File: src/rtl/pipelined_adder_pkg.sv
// -----------------------------------------------------------------------------
// pipelined_adder_pkg
//   Shared constants and helpers for the segmented pipelined adder.
//   - DEF_WIDTH / DEF_SEG : default operand width and bits added per stage
//   - calc_stages()       : number of pipeline stages (= latency)
//   - seg_fits()          : configuration check, WIDTH must be a positive
//                           multiple of SEG
//   The per-stage payload struct depends on WIDTH, so the top module declares
//   it locally from its own parameters.
// -----------------------------------------------------------------------------
package pipelined_adder_pkg;

   localparam int DEF_WIDTH = 32;
   localparam int DEF_SEG   = 8;

   function automatic int calc_stages(input int width, input int seg);
      return width / seg;
   endfunction

   function automatic bit seg_fits(input int width, input int seg);
      return (seg > 0) && (width >= seg) && ((width % seg) == 0);
   endfunction

endpackage

File: src/rtl/pipelined_adder_seg.sv
// -----------------------------------------------------------------------------
// adder_seg
//   Combinational W-bit ripple-carry adder built from half-adder pairs.
//   Ports:
//     a, b  in  W  operand segments
//     ci    in  1  carry in
//     s     out W  segment sum
//     co    out 1  carry out of the segment MSB
// -----------------------------------------------------------------------------
module adder_seg #(
   parameter int W = 8
) (
   input  logic [W-1:0] a,
   input  logic [W-1:0] b,
   input  logic         ci,
   output logic [W-1:0] s,
   output logic         co
);

   logic [W:0] c;

   assign c[0] = ci;

   for (genvar i = 0; i < W; i++) begin : g_bit
      logic p, g_ab, g_pc;
      // first half adder: a + b
      assign p    = a[i] ^ b[i];
      assign g_ab = a[i] & b[i];
      // second half adder: partial sum + incoming carry
      assign s[i] = p ^ c[i];
      assign g_pc = p & c[i];
      // the two half-adder carries can never both be set
      assign c[i+1] = g_ab | g_pc;
   end

   assign co = c[W];

endmodule

File: src/rtl/pipelined_adder.sv
// -----------------------------------------------------------------------------
// pipelined_adder
//   WIDTH-bit adder split into SEG-bit segments, one segment per stage, with
//   the carry rippling stage to stage. valid/ready on both sides, 1 op/cycle,
//   full backpressure. Latency STAGES = WIDTH/SEG cycles.
//   Optional feature macro: PIPELINED_ADDER_OVF_EN adds the signed overflow
//   output ovf (operand signs travel with the op to the last stage).
//   Ports:
//     clk, rst_n            clock, synchronous active-low reset
//     in_valid/in_ready     input handshake for a, b, cin
//     a, b [WIDTH]          operands
//     cin                   carry into bit 0
//     out_valid/out_ready   output handshake for sum, cout (, ovf)
//     sum [WIDTH]           (a+b+cin) mod 2^WIDTH
//     cout                  carry out of bit WIDTH-1
//     ovf                   signed overflow (PIPELINED_ADDER_OVF_EN only)
// -----------------------------------------------------------------------------
module pipelined_adder
   import pipelined_adder_pkg::*;
#(
   parameter int WIDTH = DEF_WIDTH,
   parameter int SEG   = DEF_SEG
) (
   input  logic             clk,
   input  logic             rst_n,
   input  logic             in_valid,
   output logic             in_ready,
   input  logic [WIDTH-1:0] a,
   input  logic [WIDTH-1:0] b,
   input  logic             cin,
   output logic             out_valid,
   input  logic             out_ready,
   output logic [WIDTH-1:0] sum,
   output logic             cout
`ifdef PIPELINED_ADDER_OVF_EN
   ,
   output logic             ovf
`endif
);

   localparam int STAGES = calc_stages(WIDTH, SEG);
   localparam bit SEG_OK = seg_fits(WIDTH, SEG);

   if (!SEG_OK) begin : g_bad_cfg
      $error("pipelined_adder: WIDTH must be a positive multiple of SEG");
   end

   // Operand bits not yet added are kept shifted down so every stage adds
   // the low SEG bits; finished sum bits stay at their final position.
   typedef struct packed {
      logic [WIDTH-1:0] a_rem;
      logic [WIDTH-1:0] b_rem;
      logic [WIDTH-1:0] s;
      logic             c;
`ifdef PIPELINED_ADDER_OVF_EN
      logic             a_msb;
      logic             b_msb;
`endif
   } stage_t;

   logic [STAGES-1:0] vld_q;
   logic [STAGES:0]   vld_pipe;   // [0] = in_valid, [k+1] = stage k
   logic [STAGES:0]   rdy;
   stage_t            pl  [STAGES];
   stage_t            nxt [STAGES];

   assign vld_pipe = {vld_q, in_valid};

   // A stage may load when it is empty or its successor loads too, so
   // bubbles collapse and a full pipe still moves while the sink accepts.
   always_comb begin
      rdy         = '0;
      rdy[STAGES] = out_ready;
      for (int k = STAGES - 1; k >= 0; k--)
         rdy[k] = !vld_pipe[k+1] || rdy[k+1];
   end

   assign in_ready = rdy[0];

   for (genvar k = 0; k < STAGES; k++) begin : g_stage
      stage_t         src;
      stage_t         nxt_k;
      logic [SEG-1:0] seg_s;
      logic           seg_co;

      if (k == 0) begin : g_first
         always_comb begin
            src       = '0;
            src.a_rem = a;
            src.b_rem = b;
            src.c     = cin;
`ifdef PIPELINED_ADDER_OVF_EN
            src.a_msb = a[WIDTH-1];
            src.b_msb = b[WIDTH-1];
`endif
         end
      end else begin : g_next
         assign src = pl[k-1];
      end

      adder_seg #(.W(SEG)) u_seg (
         .a  (src.a_rem[SEG-1:0]),
         .b  (src.b_rem[SEG-1:0]),
         .ci (src.c),
         .s  (seg_s),
         .co (seg_co)
      );

      always_comb begin
         nxt_k                 = src;
         nxt_k.a_rem           = src.a_rem >> SEG;
         nxt_k.b_rem           = src.b_rem >> SEG;
         nxt_k.s[k*SEG +: SEG] = seg_s;
         nxt_k.c               = seg_co;
      end

      assign nxt[k] = nxt_k;
   end

   // Payload only loads with a valid op, so empty stages never disturb
   // the output register.
   always_ff @(posedge clk) begin
      if (!rst_n) begin
         vld_q <= '0;
         for (int k = 0; k < STAGES; k++) pl[k] <= '0;
      end else begin
         for (int k = 0; k < STAGES; k++) begin
            if (rdy[k]) begin
               vld_q[k] <= vld_pipe[k];
               if (vld_pipe[k]) pl[k] <= nxt[k];
            end
         end
      end
   end

   assign out_valid = vld_pipe[STAGES];
   assign sum       = pl[STAGES-1].s;
   assign cout      = pl[STAGES-1].c;

`ifdef PIPELINED_ADDER_OVF_EN
   assign ovf = (pl[STAGES-1].a_msb == pl[STAGES-1].b_msb) &&
                (pl[STAGES-1].s[WIDTH-1] != pl[STAGES-1].a_msb);
`endif

endmodule

File: config.mk
export PLATFORM = sky130hd
export DESIGN_NAME = pipelined_adder
export DESIGN_NICKNAME = d
export VERILOG_FILES = /design/src/rtl/pipelined_adder_pkg.sv /design/src/rtl/pipelined_adder_seg.sv /design/src/rtl/pipelined_adder.sv
export SDC_FILE = /design/constraint.sdc
export NUM_CORES = 1
export LEC_CHECK = 0
export ABC_AREA = 1
export BUFFER_PORTS_ARGS = -buffer_cell sky130_fd_sc_hd__buf_2
export CORE_MARGIN = 10
export CORE_UTILIZATION = 58
export CTS_BUF_LIST = sky130_fd_sc_hd__clkbuf_16
export DETAILED_ROUTE_END_ITERATION = 10
export PLACE_DENSITY_LB_ADDON = 0.3
export SETUP_SLACK_MARGIN = 0.3
export SYNTH_ARGS = -nofsm -noshare
export SYNTH_HDL_FRONTEND = slang
export SYNTH_SLANG_ARGS = --single-unit
export TNS_END_PERCENT = 30
File: constraint.sdc
create_clock -name clk -period 4.3 [get_ports clk]
set_clock_uncertainty 0.05 [all_clocks]
set_input_delay 0.645 -clock clk [delete_from_list [all_inputs] [get_ports clk]]
set_output_delay 0.645 -clock clk [all_outputs]
set_load 0.02 [all_outputs]
# == Yosys cells after proc, flatten, opt, wreduce, memory -nomap -nowiden ==
# Memories as Yosys holds them, arrays and structs flattened.
# Index checks and enable logic that the tools add are counted.
# Widths: inputs -> output; s select.
# classes
n_addsub,0
n_mul,0
div_mod_pow,0
order_cmp,0
eq_ne,0
shift,0
mux,21
bitwise,164
reduce_logical,8
# ops
op,n
$mux 81,4
$and 1x1->1,64
$xor 1x1->1,64
$or 1x1->1,36
$mux 1,17
$logic_not 1->1,4
$logic_or 1x1->1,4
# word_totals
ff_bits,4
latchBits,0
ramBits,324
romBits,0
in_bits,69
out_inout_bits,35
word_cells,198
n_memories,1
# mem_list
name,words,word_bits,read_ports,rd_clocked_by_memory_dff,wr,line,rtl
pl,4,81,4,0,4,pipelined_adder.sv:64,stage_t pl [STAGES];

# == Depth between registers and ports, before layout ==
# An unclocked memory read counts as a cell.
# depth
depth_word,19
ltp_mapped,12
ltp_nobuf,12

# == Cells and area by module ==
# From an unflattened synthesis, not the netlist that was laid out.
# hier_totals
hier_cells,659
area_unflattened_um2,7886.3
# by_module_without_submodules
module,n_inst,cells_per_inst,area_each_um2,seq_area_each_um2
pipelined_adder,1,587,7095.6,5485.3
adder_seg,4,18,197.7,0.0

# == Worst setup path before layout ==
# OpenSTA, ideal clock, no wires.
# synth_path
kind,input-to-reg
start,input port a[0]
end,"memory pl[0][8] in the netlist's numbering, data pin"
setup_time_ns,0.138
t_arrival_ns,3.699
t_required_ns,4.112
setup_slack_ns,0.412
cell_stages,12
path_buffers,0
path_cell_list,inv_1 -> fa_1 -> inv_1 -> fa_1 -> fa_1 -> fa_1 -> fa_1 -> fa_1 -> fa_1 -> inv_1 -> fa_1 -> nor2_1
# synth_rtl
element,line,rtl
start: declaration,pipelined_adder.sv:28,"input logic [WIDTH-1:0] a,"
end: declaration,pipelined_adder.sv:64,

==> reports/qor.txt <==
status: completed
count leader, synth: inv_1
Min Clock Period, post-route: 3.79 ns
setup slack, reg-to-reg: 0.51 ns
CP required: 4.49 ns
Critical Path End: pl[1][16]
Synth Flop Type: edfxtp_1
fin crit share: 88.1%
worst slack, placed: 0.0752 ns
CTS sink cnt: 184
number of synthesized flops with an enable pin: 180
Tot Pwr: 3.84 mW
DIE AREA: 0.0188 mm2
Max Freq: 0.264 GHz
Slew @ Worst Pin: 1.12 ns
Net Sw Power: 0.819 mW
Std-Cell Rows: 42
IO Pins: 104
r2r startpoint: pl[0][57]
Mapped Area: 0.00797 mm2
pwr dens: 418 mW/mm2
maximum vdd drop: 0.263 mV
WL per Instance: 12.8 um
CP Launch Point: pl[0][57]
GR Overflow Total: 0
r2r endpoint: pl[1][16]
crit path kind: flop to flop
setup slack after layout: 0.513 ns
final hold vios: 0
Static Leak: 4.07 nW
ys async rst share: 0%
drt first pass iters: 5
area of the core: 0.0133 mm2
Pins Over Slew Limit: 0
register bit count reported by yosys: 184
RD Place Congestion: 0.746
CP Max Fanout: 1
starting density of the core: 59.7%
Cells after Synth: 636
area grow syn2layout: 15.2%
Net Count, Synth: 737
Unique masters post-synth: 16
P_int: 3.02 mW
largest net degree at the start of global routing: 50
post-synth top area share: 67.8%
Synth area leader: edfxtp_1
drt total wl: 11900 um
Syn Area/Cell: 12.5 um2
total CTS buffers: 17
port buffer count: 103
register area share after synthesis: 68.8%
Sum Neg Setup Slack: 0 ns
hold buffer count at cts: 0
CTS tree: yes
critical path arrival: 3.98 ns
initial antenna violation count: 0
DP HPWL: 8440 um
first-pass GRT wire length: 19600 um
layout cells sized above 1: 21.8%
Clock Latency Late Sink: 0.42 ns
max_slew headroom: 25.2%
DRC viols: 0
initial detailed-routing violation count: 323
Setup violations, final: 0
Nets: 844
ranking of synthesized cells by area: edfxtp_1 (68%), inv_1 (9.4%), fa_1 (8.0%)
switching part of the total: 21.3%
H-Tree Depth: 4
global-route usage over all layers: 13.2%
CP Launch Type: flop
die height: 137 um
Hold Path Cell Cnt: 3
Combinational Power Share: 7.2%
Commonest cells post-synth: inv_1 (200), edfxtp_1 (180), nor2_1 (163)
CTS Buffer Depth: 2
MaxCap Viol Count: 0
Warnings, synthesis: 0
unrepaired setup endpoints after global routing: false
Root Driver: clkbuf_16
number of vias per cell: 4.34
chip width: 137 um
Sequential Power Share: 55.0%
ANT cells: 0
post-layout util: 68.8%
Clock Power Share: 37.7%
clock-pin slew on the worst setup and hold paths: 0.06 ns
HP Class: input port to flop
vias in the first global route: 4223
vias after detailed routing: 4042
Routed Antenna Nets: 0
R2R cell count: 12
Worst Setup End Kind: flop
## cell usage in the layout (no fill, tap or decap), drive strengths merged
master and instances:
clkbuf 17, clkinvlp 5, nor2 184, nand3 4, buf 107, inv 204, dfxtp 4, nand4 1
edfxtp 180, fa 32, bufinv 2, nand2 8, o21ai 1, clkinv 4, a21oi 3
## critical path: stages (launching register included)
cell      delay [ns]
edfxtp_1        0.37
inv_1           0.09
fa_1            0.18
inv_1           0.05
fa_1            0.38
fa_2            0.36
fa_2            0.34
fa_1            0.38
fa_1            0.40
fa_1            0.39
inv_1           0.09
fa_1            0.42
nor2_1          0.11
## registers in the layout, summed over array words and instances, names as in the netlist
signal  flops
pl        180
vld_q       4
## through the flow
stage / cells / instance area (um2) / hold slack [ns]
floorplan: 636 / 7970 / 0.469
global placement: 900 / 8620 / 0.475
detailed placement: 900 / 8620 / 0.480
CTS: 932 / 9180 / 0.468
global route: 932 / 9190 / 0.480
finish: 932 / 9190 / 0.479
## power by group through the flow
stage	Combinational (mW)	Clock (mW)	Sequential, mW
2_1_floorplan	0.167	0	2.17
3_3_place_gp	0.265	0	2.15
3_5_place_dp	0.281	0	2.15
4_1_cts	0.284	1.47	2.12
5_1_grt	0.319	1.54	2.12
6_report	0.278	1.45	2.11
## worst min path at each step
stage	start	to	slack, ns
floorplan	pl[0][1]	pl[1][1]	0.47
global placement	pl[0][2]	pl[1][2]	0.47
detailed placement	pl[1][3]	pl[2][3]	0.48
CTS	b[15]	pl[0][40]	0.47
global route	b[27]	pl[0][52]	0.48
finish	b[15]	pl[0][40]	0.48
## what timing repair did
item	4_1_cts	5_1_grt
endpoints found under the setup margin	0	1
gates resized for setup	0	2
buffers inserted	0	0
## kinds of logic (layout without fill, tap and decap cells)
| group | Yosys count | after routing | share of synthesized area, % |
|---|---|---|---|
| and+or+nand+nor | 197 | 197 | 11.7 |
| buffers and inverters | 219 | 339 | 11.2 |
| adders and majority gates | 32 | 32 | 8.03 |
| AOI/OAI and AO/OA | 4 | 4 | 0.251 |
| DFF | 184 | 184 | 68.8 |
## per-layer routing
layer / vias to the layer above / GRT usage (%) / wire, um
li1: 2119 / - / -
met1: 1791 / 16.9 / 5430
met2: 113 / 20.5 / 5470
met3: 19 / 4.01 / 761
met4: 0 / 6.09 / 223
met5: - / 0 / 0
## area by class of cell
class	instances	area, um2
clock buffer	17	425
clock inverter	15	139
fill	966	4160
inverter	200	751
multi-input combinational	233	1620
sequential	184	5490
tap	176	220
timing repair buffer	107	546
No activity file was read; power rests on OpenSTA's default activity.
